--- src/rtl/dma_pkg.sv ---
// ============================================================================
// Module   : dma_pkg
// Brief    : Shared types and constants for the stream DMA writer.
// Revision : 1.0
// ============================================================================
`default_nettype none

package dma_pkg;

    localparam int BCNT_W = 7;

    typedef enum logic [2:0] {
        ST_IDLE      = 3'd0,
        ST_ARM       = 3'd1,
        ST_WAIT_DATA = 3'd2,
        ST_BURST     = 3'd3,
        ST_CHECK     = 3'd4
    } state_t;

    function automatic bit max_burst_ok(input int mb);
        return (mb >= 1) && (mb <= 64) && ((mb & (mb - 1)) == 0);
    endfunction

endpackage

`default_nettype wire

--- src/rtl/stream_dma_writer_if.sv ---
// ============================================================================
// Module   : stream_dma_writer_if
// Brief    : FIFO read port and Avalon-MM burst write port of the DMA writer.
// Revision : 1.0
// ============================================================================
`default_nettype none

interface stream_dma_writer_if #(
    parameter int DATA_W = 128,
    parameter int ADDR_W = 28,
    parameter int CNT_W  = 11
);
    logic [DATA_W-1:0]          FIFO_DATA;
    logic                       FIFO_EMPTY;
    logic [CNT_W-1:0]           FIFO_RD_CNT;
    logic                       FIFO_RD_EN;
    logic [ADDR_W-1:0]          SDRAM_ADDRESS;
    logic [dma_pkg::BCNT_W-1:0] SDRAM_BURSTCOUNT;
    logic [DATA_W-1:0]          SDRAM_WRITEDATA;
    logic                       SDRAM_WRITE;
    logic                       SDRAM_WAITREQUEST;

    modport master (
        input  FIFO_DATA, FIFO_EMPTY, FIFO_RD_CNT, SDRAM_WAITREQUEST,
        output FIFO_RD_EN, SDRAM_ADDRESS, SDRAM_BURSTCOUNT, SDRAM_WRITEDATA, SDRAM_WRITE
    );

    modport slave (
        output FIFO_DATA, FIFO_EMPTY, FIFO_RD_CNT, SDRAM_WAITREQUEST,
        input  FIFO_RD_EN, SDRAM_ADDRESS, SDRAM_BURSTCOUNT, SDRAM_WRITEDATA, SDRAM_WRITE
    );
endinterface

`default_nettype wire

--- src/rtl/dma_burst_sizer.sv ---
// ============================================================================
// Module   : dma_burst_sizer
// Brief    : Burst length (clipped at the ring end) and post-burst offset.
// Revision : 1.0
// ============================================================================
`default_nettype none

module dma_burst_sizer
    import dma_pkg::*;
#(
    parameter int ADDR_W    = 28,
    parameter int MAX_BURST = 8
) (
    input  wire logic [ADDR_W-1:0] offset_i,
    input  wire logic [ADDR_W-1:0] size_i,
    output logic      [BCNT_W-1:0] len_o,
    output logic      [ADDR_W-1:0] next_off_o
);
    localparam logic [ADDR_W-1:0] c_max = ADDR_W'(MAX_BURST);

    logic [ADDR_W-1:0] w_rem;

    always_comb begin
        w_rem = size_i - offset_i;
        if (w_rem < c_max) begin
            len_o = w_rem[BCNT_W-1:0];
        end else begin
            len_o = BCNT_W'(MAX_BURST);
        end
        next_off_o = offset_i + ADDR_W'(len_o);
    end
endmodule

`default_nettype wire

--- src/rtl/stream_dma_writer.sv ---
// ============================================================================
// Module   : stream_dma_writer
// Brief    : Drains a show-ahead FIFO into an SDRAM ring with Avalon bursts.
//            Optional macro DMA_WR_STATS_EN adds the STALL_CNT output.
// Revision : 1.0
// ============================================================================
`default_nettype none

module stream_dma_writer
    import dma_pkg::*;
#(
    parameter int DATA_W    = 128,
    parameter int ADDR_W    = 28,
    parameter int MAX_BURST = 8,
    parameter int CNT_W     = 11,
    parameter int DONE_W    = 16
) (
    input  wire logic              CLK,
    input  wire logic              RST_N,
    input  wire logic [ADDR_W-1:0] START_ADR,
    input  wire logic [ADDR_W-1:0] BUF_SIZE,
    input  wire logic              START,
    input  wire logic              STOP,
    input  wire logic              CONTINUOUS,
    output logic                   BUSY,
    output logic      [DONE_W-1:0] DONE_CNT,
    output logic                   CFG_ERR,
`ifdef DMA_WR_STATS_EN
    output logic      [31:0]       STALL_CNT,
`endif
    stream_dma_writer_if.master    bus
);
    localparam int c_cmp_w = (CNT_W > BCNT_W) ? CNT_W : BCNT_W;

    if (!max_burst_ok(MAX_BURST)) begin : g_bad_max_burst
        $error("MAX_BURST must be a power of two in 1..64");
    end

    state_t              state_q, state_d;
    logic [ADDR_W-1:0]   base_q, base_d, size_q, size_d, offset_q, offset_d;
    logic [ADDR_W-1:0]   addr_q, addr_d;
    logic [BCNT_W-1:0]   bcnt_q, bcnt_d, beat_q, beat_d;
    logic [DONE_W-1:0]   done_q, done_d;
    logic                cont_q, cont_d, stop_pend_q, stop_pend_d, cfg_err_q, cfg_err_d;

    logic [BCNT_W-1:0]   w_len;
    logic [ADDR_W-1:0]   w_next_off;
    logic                w_write, w_accept, w_last, w_start_acc, w_data_ok;

    dma_burst_sizer #(
        .ADDR_W    (ADDR_W),
        .MAX_BURST (MAX_BURST)
    ) u_sizer (
        .offset_i   (offset_q),
        .size_i     (size_q),
        .len_o      (w_len),
        .next_off_o (w_next_off)
    );

    assign w_write   = (state_q == ST_BURST);
    assign w_accept  = w_write & ~bus.SDRAM_WAITREQUEST;
    assign w_last    = w_accept && ((beat_q + 7'd1) == bcnt_q);
    assign w_data_ok = ~bus.FIFO_EMPTY && (c_cmp_w'(bus.FIFO_RD_CNT) >= c_cmp_w'(w_len));

    always_comb begin
        state_d     = state_q;
        base_d      = base_q;
        size_d      = size_q;
        cont_d      = cont_q;
        offset_d    = offset_q;
        addr_d      = addr_q;
        bcnt_d      = bcnt_q;
        beat_d      = beat_q;
        done_d      = done_q;
        cfg_err_d   = cfg_err_q;
        stop_pend_d = stop_pend_q | (STOP && (state_q != ST_IDLE));
        w_start_acc = 1'b0;

        case (state_q)
            ST_IDLE: begin
                if (START) begin
                    if (BUF_SIZE == '0) begin
                        cfg_err_d = 1'b1;
                    end else begin
                        w_start_acc = 1'b1;
                        base_d      = START_ADR;
                        size_d      = BUF_SIZE;
                        cont_d      = CONTINUOUS;
                        offset_d    = '0;
                        state_d     = ST_ARM;
                    end
                end
            end
            ST_ARM: state_d = ST_WAIT_DATA;
            ST_WAIT_DATA: begin
                if (stop_pend_q) begin
                    state_d = ST_IDLE;
                end else if (w_data_ok) begin
                    addr_d  = base_q + offset_q;
                    bcnt_d  = w_len;
                    beat_d  = '0;
                    state_d = ST_BURST;
                end
            end
            ST_BURST: begin
                if (w_accept) begin
                    beat_d = beat_q + 7'd1;
                    if (w_last) begin
                        offset_d = w_next_off;
                        state_d  = ST_CHECK;
                    end
                end
            end
            ST_CHECK: begin
                if (offset_q == size_q) begin
                    done_d   = done_q + 1'b1;
                    offset_d = '0;
                end
                if (stop_pend_q) begin
                    state_d = ST_IDLE;
                end else if ((offset_q != size_q) || cont_q) begin
                    state_d = ST_WAIT_DATA;
                end else begin
                    state_d = ST_IDLE;
                end
            end
            default: state_d = ST_IDLE;
        endcase

        // A stop that lands on the way back to IDLE must not leak into the next run.
        if (state_d == ST_IDLE) begin
            stop_pend_d = 1'b0;
        end
    end

    always_ff @(posedge CLK or negedge RST_N) begin
        if (!RST_N) begin
            state_q     <= ST_IDLE;
            base_q      <= '0;
            size_q      <= '0;
            cont_q      <= 1'b0;
            offset_q    <= '0;
            addr_q      <= '0;
            bcnt_q      <= '0;
            beat_q      <= '0;
            done_q      <= '0;
            cfg_err_q   <= 1'b0;
            stop_pend_q <= 1'b0;
        end else begin
            state_q     <= state_d;
            base_q      <= base_d;
            size_q      <= size_d;
            cont_q      <= cont_d;
            offset_q    <= offset_d;
            addr_q      <= addr_d;
            bcnt_q      <= bcnt_d;
            beat_q      <= beat_d;
            done_q      <= done_d;
            cfg_err_q   <= cfg_err_d;
            stop_pend_q <= stop_pend_d;
        end
    end

`ifdef DMA_WR_STATS_EN
    logic [31:0] stall_q;

    always_ff @(posedge CLK or negedge RST_N) begin
        if (!RST_N) begin
            stall_q <= '0;
        end else if (w_start_acc) begin
            stall_q <= '0;
        end else if (w_write && bus.SDRAM_WAITREQUEST && (stall_q != '1)) begin
            stall_q <= stall_q + 32'd1;
        end
    end

    assign STALL_CNT = stall_q;
`endif

    assign BUSY                 = (state_q != ST_IDLE);
    assign DONE_CNT             = done_q;
    assign CFG_ERR              = cfg_err_q;
    assign bus.SDRAM_WRITE      = w_write;
    assign bus.FIFO_RD_EN       = w_accept;
    assign bus.SDRAM_WRITEDATA  = bus.FIFO_DATA;
    assign bus.SDRAM_ADDRESS    = addr_q;
    assign bus.SDRAM_BURSTCOUNT = bcnt_q;
endmodule

`default_nettype wire

--- src/flat_wrapper.sv ---
// flat-port wrapper written by rule: the top's interface ports become plain ports
module stream_dma_writer_flat import dma_pkg::*;
#(
    parameter int DATA_W    = 128,
    parameter int ADDR_W    = 28,
    parameter int MAX_BURST = 8,
    parameter int CNT_W     = 11,
    parameter int DONE_W    = 16
)
  (CLK, RST_N, START_ADR, BUF_SIZE, START, STOP, CONTINUOUS, BUSY, DONE_CNT, CFG_ERR, bus_FIFO_DATA, bus_FIFO_EMPTY, bus_FIFO_RD_CNT, bus_SDRAM_WAITREQUEST, bus_FIFO_RD_EN, bus_SDRAM_ADDRESS, bus_SDRAM_BURSTCOUNT, bus_SDRAM_WRITEDATA, bus_SDRAM_WRITE);
  stream_dma_writer_if #(.DATA_W(DATA_W), .ADDR_W(ADDR_W), .CNT_W(CNT_W)) bus_i ();
  input  wire logic CLK;
  input  wire logic RST_N;
  input  wire logic [ADDR_W-1:0] START_ADR;
  input  wire logic [ADDR_W-1:0] BUF_SIZE;
  input  wire logic START;
  input  wire logic STOP;
  input  wire logic CONTINUOUS;
  output logic BUSY;
  output logic      [DONE_W-1:0] DONE_CNT;
  output logic CFG_ERR;
  input wire logic [$bits(bus_i.FIFO_DATA)-1:0] bus_FIFO_DATA;
  input wire logic [$bits(bus_i.FIFO_EMPTY)-1:0] bus_FIFO_EMPTY;
  input wire logic [$bits(bus_i.FIFO_RD_CNT)-1:0] bus_FIFO_RD_CNT;
  input wire logic [$bits(bus_i.SDRAM_WAITREQUEST)-1:0] bus_SDRAM_WAITREQUEST;
  output wire logic [$bits(bus_i.FIFO_RD_EN)-1:0] bus_FIFO_RD_EN;
  output wire logic [$bits(bus_i.SDRAM_ADDRESS)-1:0] bus_SDRAM_ADDRESS;
  output wire logic [$bits(bus_i.SDRAM_BURSTCOUNT)-1:0] bus_SDRAM_BURSTCOUNT;
  output wire logic [$bits(bus_i.SDRAM_WRITEDATA)-1:0] bus_SDRAM_WRITEDATA;
  output wire logic [$bits(bus_i.SDRAM_WRITE)-1:0] bus_SDRAM_WRITE;
  assign bus_i.FIFO_DATA = bus_FIFO_DATA;
  assign bus_i.FIFO_EMPTY = bus_FIFO_EMPTY;
  assign bus_i.FIFO_RD_CNT = bus_FIFO_RD_CNT;
  assign bus_i.SDRAM_WAITREQUEST = bus_SDRAM_WAITREQUEST;
  assign bus_FIFO_RD_EN = bus_i.FIFO_RD_EN;
  assign bus_SDRAM_ADDRESS = bus_i.SDRAM_ADDRESS;
  assign bus_SDRAM_BURSTCOUNT = bus_i.SDRAM_BURSTCOUNT;
  assign bus_SDRAM_WRITEDATA = bus_i.SDRAM_WRITEDATA;
  assign bus_SDRAM_WRITE = bus_i.SDRAM_WRITE;
  stream_dma_writer #(.DATA_W(DATA_W), .ADDR_W(ADDR_W), .MAX_BURST(MAX_BURST), .CNT_W(CNT_W), .DONE_W(DONE_W)) u_core (.CLK(CLK), .RST_N(RST_N), .START_ADR(START_ADR), .BUF_SIZE(BUF_SIZE), .START(START), .STOP(STOP), .CONTINUOUS(CONTINUOUS), .BUSY(BUSY), .DONE_CNT(DONE_CNT), .CFG_ERR(CFG_ERR), .bus(bus_i));
endmodule
--- config.mk ---
export PLATFORM = sky130hd
export DESIGN_NAME = stream_dma_writer_flat
export DESIGN_NICKNAME = d
export VERILOG_FILES = /design/src/rtl/dma_pkg.sv /design/src/rtl/stream_dma_writer_if.sv /design/src/rtl/dma_burst_sizer.sv /design/src/rtl/stream_dma_writer.sv /design/src/flat_wrapper.sv
export SDC_FILE = /design/constraint.sdc
export NUM_CORES = 1
export LEC_CHECK = 0
export CAP_MARGIN = 20
export CORE_ASPECT_RATIO = 1.1
export CORE_MARGIN = 2
export CORE_UTILIZATION = 47
export CTS_CLUSTER_DIAMETER = 150
export DETAILED_ROUTE_END_ITERATION = 7
export PLACE_DENSITY = 0.79
export SYNTH_ARGS = -nofsm -noshare
export SYNTH_HDL_FRONTEND = slang
export SYNTH_SLANG_ARGS = --single-unit
--- constraint.sdc ---
create_clock -name CLK -period 8.9 [get_ports CLK]
set_input_delay 0.89 -clock CLK [delete_from_list [all_inputs] [get_ports CLK]]
set_output_delay 0.89 -clock CLK [all_outputs]
set_load 0.005 [all_outputs]
* Word level (Yosys, flattened, before mapping)
Cells that the tools add are included.
** Storage, ports and cells
- Register bits after elaboration :: 148
- Latch bits :: 0
- Bits in writable memories :: 0
- Bits in read-only memories :: 0
- Bits of input ports :: 202
- Output and inout port bits :: 183
- Word-level logic and storage cells :: 75
- Memories kept :: 0
** Operators by class
- Add/subtract/negate cells :: 5
- Multipliers :: 0
- Divide/modulo/power cells :: 0
- Magnitude comparators :: 2
- Equal/unequal tests :: 14
- Shifts and indexed selects :: 0
- Muxes and demuxes :: 21
- Bitwise logic cells :: 6
- Reductions and logical operators :: 16
** Operators with widths (number)
- 28-bit two-way mux :: 5
- 28-bit one-hot mux with 3 select lines :: 1
- 28-bit adder :: 1
- 28-bit by 7-bit adder with 28-bit output :: 1
- 28-bit == test :: 1
- 28-bit zero test :: 1
- 28-bit by 4-bit less-than comparator with 1-bit output (second input constant) :: 1
- 7-bit two-way mux :: 4
- 28-bit inequality test :: 1
- 28-bit subtractor :: 1
- 3-bit two-way mux :: 7
- 16-bit by 1-bit adder with 16-bit output (second input constant) :: 1
- 3-bit one-hot mux with 5 select lines :: 1
- 7-bit one-hot mux with 2 select lines :: 1
- 11-bit by 7-bit >= comparator with 1-bit output :: 1
- 2-bit inequality test (second input constant) :: 5
- 3-bit AND reduction :: 3
- 7-bit by 1-bit adder with 7-bit output (second input constant) :: 1
- 7-bit == test :: 1
- 3-bit by 2-bit == test with 1-bit output (second input constant) :: 2
- 3-bit zero test :: 2
- 6-bit AND reduction :: 1
- 3-bit nonzero test :: 2
- 2-bit by 1-bit inequality test with 1-bit output (second input constant) :: 2
- 12 further kinds :: 17

* Longest topological paths before layout
- Depth in word-level cells :: 10
- Gate-level depth with buffers :: 28
- Depth with buffers taken out :: 26

* Modules after synthesis
From an unflattened synthesis, not the netlist that was laid out.
** Second synthesis, totals
- Cell total of the unflattened synthesis :: 1315
- Area total of the unflattened synthesis :: 11741.3 µm²
** By module, submodules not included
- stream_dma_writer :: times used 1, cells an instance 903, area an instance 8998.6 µm², sequential area each 3703.6 µm²
- dma_burst_sizer :: times used 1, cells an instance 412, area an instance 2742.6 µm², sequential area each 0.0 µm²

* Worst setup path before layout
Ideal clock, no wire load.
- Path kind :: reg-to-reg
- Start :: reg u_core.size_q[0]
- End :: reg u_core.beat_q[1]
- Data arrival time :: 6266 ps
- Setup slack :: 2568 ps
- Stages on the path, launching flop included :: 29
- Cells stage by stage :: dfrtp_1 -> inv_1 -> ha_1 -> inv_1 -> fa_1 -> a21o_1 -> a211oi_2 -> o211ai_1 -> a311o_1 -> a2111oi_2 -> nand4_1 -> or4_1 -> or4b_1 -> or3_1 -> buf_6 -> nor2_1 -> inv_1 -> ha_1 -> a21o_1 -> a21o_1 -> a21o_1 -> a21o_1 -> a21o_1 -> a211o_1 -> nand2_1 -> clkbuf_1 -> clkbuf_1 -> nand3_1 -> nand2_1
** On the way
- Longest elaborated chain between the ends :: 7
** RTL lines
- from (decl) :: RTL line stream_dma_writer.sv:40 : logic [ADDR_W-1:0] base_q, base_d, size_q, size_d, offset_q, offset_d;
- from (signal assigned) :: RTL line stream_dma_writer.sv:152 : size_q <= size_d;
- 28-bit subtractor * :: RTL line dma_burst_sizer.sv:24 : w_rem = size_i - offset_i;
- 28-bit by 4-bit less-than comparator with 1-bit output :: RTL line dma_burst_sizer.sv:25 : if (w_rem < c_max) begin
- 7-bit two-way mux * :: RTL line dma_burst_sizer.sv:25
- via u_core.u_sizer.len_o[3] :: RTL line dma_burst_sizer.sv:16 : output logic [BCNT_W-1:0] len_o,
- 11-bit by 7-bit >= comparator with 1-bit output * :: RTL line stream_dma_writer.sv:63 : assign w_data_ok = ~bus.FIFO_EMPTY && (c_cmp_w'(bus.FIFO_RD_CNT) >= c_cmp_w'(w_len));
- 1-bit logical AND * :: RTL line stream_dma_writer.sv:63
- 2-bit by 1-bit inequality test with 1-bit output (no source line) *
- 4-bit AND reduction (no source line) *
- to (signal assigned) :: RTL line stream_dma_writer.sv:157 : beat_q <= beat_d;
- to (decl) :: RTL line stream_dma_writer.sv:42 : logic [BCNT_W-1:0] bcnt_q, bcnt_d, beat_q, beat_d;
Mark *: on every way through the listed nets, which the timed path passes. The rest lies on a longest branch.
A chain may end at the register's enable or synchronous reset.

* Worst setup path after layout
- Start :: reg u_core.offset_q[0]
- End :: reg u_core.addr_q[21] (netlist: u_core.bus.SDRAM_ADDRESS[21])
** On the way
- Longest elaborated chain between the ends :: 6
- Elaborated cells between the ends (all ways) :: 7
- Those cells by class :: add/sub (2); order compare (2); mux (1); reduce/logical (2)
** RTL lines
- from (decl) :: RTL line stream_dma_writer.sv:40
- from (signal assigned) :: RTL line stream_dma_writer.sv:154 : offset_q <= offset_d;
- 28-bit subtractor * :: RTL line dma_burst_sizer.sv:24
- 28-bit by 4-bit less-than comparator with 1-bit output :: RTL line dma_burst_sizer.sv:25
- 7-bit two-way mux * :: RTL line dma_burst_sizer.sv:25
- via u_core.u_sizer.len_o[1] :: RTL line dma_burst_sizer.sv:16
- 11-bit by 7-bit >= comparator with 1-bit output * :: RTL line stream_dma_writer.sv:63
- 1-bit logical AND * :: RTL line stream_dma_writer.sv:63
- 3-bit AND reduction (no source line) *
- to (signal assigned) :: RTL line stream_dma_writer.sv:155 : addr_q <= addr_d;
- to (decl) :: RTL line stream_dma_writer.sv:41 : logic [ADDR_W-1:0] addr_q, addr_d;
Marks and branches as above.

==> results.tsv <==
stage	metric	value	unit
global_routing	track_usage	0.2473	
pwr	swShare	0.4423	
synth	synth_cell_types	81	
pwr	clkPwrFrac	0.165	
clocking	clk_path_buf_depth	2	
die	io_pins	385	
clocking	cts_buffers	17	
timing	fin_skew	0.01360	ns
pwr	seq_power_share	0.259	
synth	synthFlopType	dfrtp_1	
critical_path	critPathTopFamily	simple AND/OR/NAND/NOR gates	
critical_path	crit_buf_inv	3	
cells_and_area	area_growth	10.21	%
critical_path	path_max_fanout	37	
pwr	power.internal	2.349	mW
synth	synth.area.top_cells	dfrtp_1 (33%), buf_4 (8.6%), ha_1 (7.7%), mux2_2 (6.4%), xnor2_1 (3.4%)	
critical_path	r2r_start	u_core.offset_q[0]$_DFFE_PN0P_	
timing	rsz0062_at_grt	false	
pwr	leakagePower	5.438	nW
cells_and_area	fill_cells	2095	
synth	yosys_warnings	0	
clocking	insertion_delay	0.43	ns
timing	finalSetupViolCount	0	
synth	syn_area_per_cell	9.003	sq um
timing	finalHoldViolCount	0	
die	rows	59	
critical_path	cp_cell_sequence	ha_1 > inv_1 > fa_1 > a21o_1 > a211oi_2 > o211ai_1 > a311o_1 > a2111oi_2 > nand4_1 > or4_1 > or4b_1 > or3_1 > nor2_1 > inv_1 > ha_1 > a21o_1 > a21o_1 > a21o_1 > a21o_1 > a21o_1 > a211o_1 > nand2_2 > buf_4 > mux2_2	
placement	hpwlAfterDp	24030	um
clocking	cts.htree.levels	4	
synth	ys_ff_latch	148	
route	drtPass1Iterations	5	
pwr	power.density	340.4	mW/mm^2
route	vias_per_cell	6.040	
critical_path	ff2ff_path_depth	24	
critical_path	slowest_stage	or4b_1	
synth	synthArstFlopShare	1.000	
pwr	vdd_drop_max	140.6	uV
die	start_util	0.4768	
pwr	power	4.212	mW
critical_path	rr_endpoint	u_core.bus.SDRAM_ADDRESS[21]$_DFFE_PN0P_	
timing	fmax	0.1365	GHz
clocking	clockRootBuffer	clkbuf_16	
synth	netlist_instances	1247	
cells_and_area	antennaDiodeCount	0	
critical_path	path_common_cell	a21o_1	
clocking	hold_buffers	0	
global_routing	grt_max_degree	77	
die	die_h	166.1	um
die	dieArea	0.02514	sq mm
hold_path	holdCritPathClass	in2async	
clocking	cts.sinks	148	
critical_path	critical_path_required	9.21	ns
cells_and_area	drive_above_1_share	0.1018	
critical_path	cp-start-kind	flip-flop	
clocking	cts_resized	0	
cells_and_area	nNetsFinal	1508	
timing	fin_hold_ws	0.4584	ns
global_routing	grt_pass1_vias	8887	
run_status	outcome	finished, final reports clean	
synth	yosys-top-cells-count	dfrtp_1 (148), buf_4 (129), nand2_1 (96)	
timing	relSlewSlack	0.3438	
pwr	p_comb_frac	0.576	
die	core	0.02355	sq mm
synth	synth_area	0.01123	sq mm
pwr	switchingPower	1.863	mW
route	wire_per_inst	20.17	um
synth	yosysMostFrequentCell	dfrtp_1	
route	drtIter0Drc	979	
synth	synth_edf_count	0	
route	postRouteAntennaNets	0	
clocking	cts.clk_slew.worst_paths	0.07	ns
synth	yosysTopAreaCell	dfrtp_1	
route	routed_wl	31300	um
clocking	cts_tree	built	
timing	fin_crit_sh	0.8229	
die	fp.dieW	151.4	um
route	vias	9374	
synth	ys_seq_area_frac	0.3299	
global_routing	grt_pass1_wl	48610	um
global_routing	overflow	0	
timing	drv_slew	0	
critical_path	crit_path_end_kind	flip-flop	
critical_path	rrSetupSlack	1.58	ns
clocking	post-cts-setup-buffers	0	
timing	worst_pin_slew	0.9819	ns
global_routing	antenna_found_initial	0	
placement	port-buffer-count	128	
critical_path	crit_start	u_core.offset_q[0]$_DFFE_PN0P_	
critical_path	cp.arrival	7.63	ns
route	drc	0	
timing	tns	0	ns
flow_run	maxCapViolCount	0	
timing	period_minus_slack	7.324	ns
placement	gp_congestion	0.9571	
critical_path	crit_type	reg2reg	
critical_path	slowest_delay	0.60	ns
synth	synth_top_area_frac	0.3299	
## cells by family (layout without fill, tap and decap cells)
logic type,Yosys count,in the layout,synth area share
other cells,2,6,0.0006689
simple gates,393,393,0.1783
xor+xnor,69,69,0.05383
compound gates,271,271,0.1662
mux,68,68,0.06776
flops,148,148,0.3299
fa+ha+maj,72,72,0.08225
buf+inv,224,220,0.1211
## worst reg2reg max path: stages (launching register included)
cell	delay [ns]
dfrtp_1	0.43
ha_1	0.21
inv_1	0.06
fa_1	0.49
a21o_1	0.23
a211oi_2	0.22
o211ai_1	0.14
a311o_1	0.41
a2111oi_2	0.23
nand4_1	0.11
or4_1	0.52
or4b_1	0.60
or3_1	0.52
nor2_1	0.29
inv_1	0.08
ha_1	0.28
a21o_1	0.15
a21o_1	0.17
a21o_1	0.17
a21o_1	0.17
a21o_1	0.17
a211o_1	0.32
nand2_2	0.52
buf_4	0.37
mux2_2	0.36
## through the flow
| step | utilization | setup WS [ns] | instances | instance area, sq um |
|---|---|---|---|---|
| 2_1_floorplan | - | 2.568 | 1251 | 11240 |
| 5_1_grt | 0.5254 | 1.130 | 1552 | 12370 |
| 6_report | 0.5254 | 1.576 | 1552 | 12370 |
| 3_3_place_gp | 0.5011 | 1.758 | 1519 | 11800 |
| 3_5_place_dp | 0.5011 | 1.652 | 1519 | 11800 |
| 4_1_cts | 0.5251 | 1.600 | 1551 | 12370 |
## how the worst max path moves through the flow
stage	to	slack, ns	cells past startpoint
finish	u_core.bus.SDRAM_ADDRESS[21]$_DFFE_PN0P_	1.58	24
global route	u_core.bus.SDRAM_ADDRESS[21]$_DFFE_PN0P_	1.13	23
CTS	u_core.bus.SDRAM_ADDRESS[21]$_DFFE_PN0P_	1.60	24
detailed placement	u_core.bus.SDRAM_ADDRESS[21]$_DFFE_PN0P_	1.65	24
global placement	u_core.bus.SDRAM_ADDRESS[21]$_DFFE_PN0P_	1.76	25
floorplan	u_core.beat_q[1]$_DFFE_PN0P_	2.57	28
## cell usage in the layout, fill, tap and decap left out, types with 8 or more instances in the layout
cell             count
clkdlybuf4s50_1    127
o21a_1               9
dfrtp_1            148
a31oi_1             13
a21oi_1             48
ha_1                69
nand3_1             51
inv_1               50
o21ai_0             51
a21o_1              32
a211o_1              9
or4_1                8
nand2b_1            14
nor2_1              70
or3_1                8
clkbuf_16           17
mux2_2              64
nor3_1              30
nand4_1             29
o211ai_1            12
buf_4                9
o31ai_1             12
nor4_1              18
and3_1              19
xnor2_1             43
a211oi_1             9
a2111oi_0            8
nor2b_1             15
nand2_1             95
xor2_1              26
## routing by layer
| layer | wire length, um | track usage |
|---|---|---|
| met1 | 12420 | 0.3074 |
| met2 | 15140 | 0.4059 |
| met3 | 2371 | 0.05659 |
| met4 | 1372 | 0.1134 |
| met5 | 0 | 0 |
## area by class of cell
cell class / count / area, sq um / share of cell area
Clock inverter: 15 / 140.1 / 0.01133
Inverter: 51 / 191.4 / 0.01547
Tap cell: 305 / 381.6 / 0.03084
Sequential cell: 148 / 3704 / 0.2993
Multi-Input combinational cell: 879 / 6181 / 0.4995
Clock buffer: 17 / 425.4 / 0.03438
Timing Repair Buffer: 137 / 1350 / 0.1091
## registers in the layout, indices dropped and copies added (netlist names)
register and cells:
u_core.CFG_ERR 1, u_core.DONE_CNT 16, u_core.base_q 28, u_core.beat_q 7
u_core.bus.SDRAM_ADDRESS 28, u_core.bus.SDRAM_BURSTCOUNT 7, u_core.cont_q 1, u_core.offset_q 28
u_core.size_q 28, u_core.state_q 3, u_core.stop_pend_q 1
## power groups by stage
stage / clock network (mW) / registers, mW / logic [mW]
6_report: 0.695 / 1.09 / 2.43
5_1_grt: 0.737 / 1.11 / 2.67
4_1_cts: 0.707 / 1.09 / 2.39
3_5_place_dp: 0 / 1.10 / 2.37
3_3_place_gp: 0 / 1.09 / 2.34
2_1_floorplan: 0 / 1.03 / 1.80
Power figures use the tool's default switching activity.
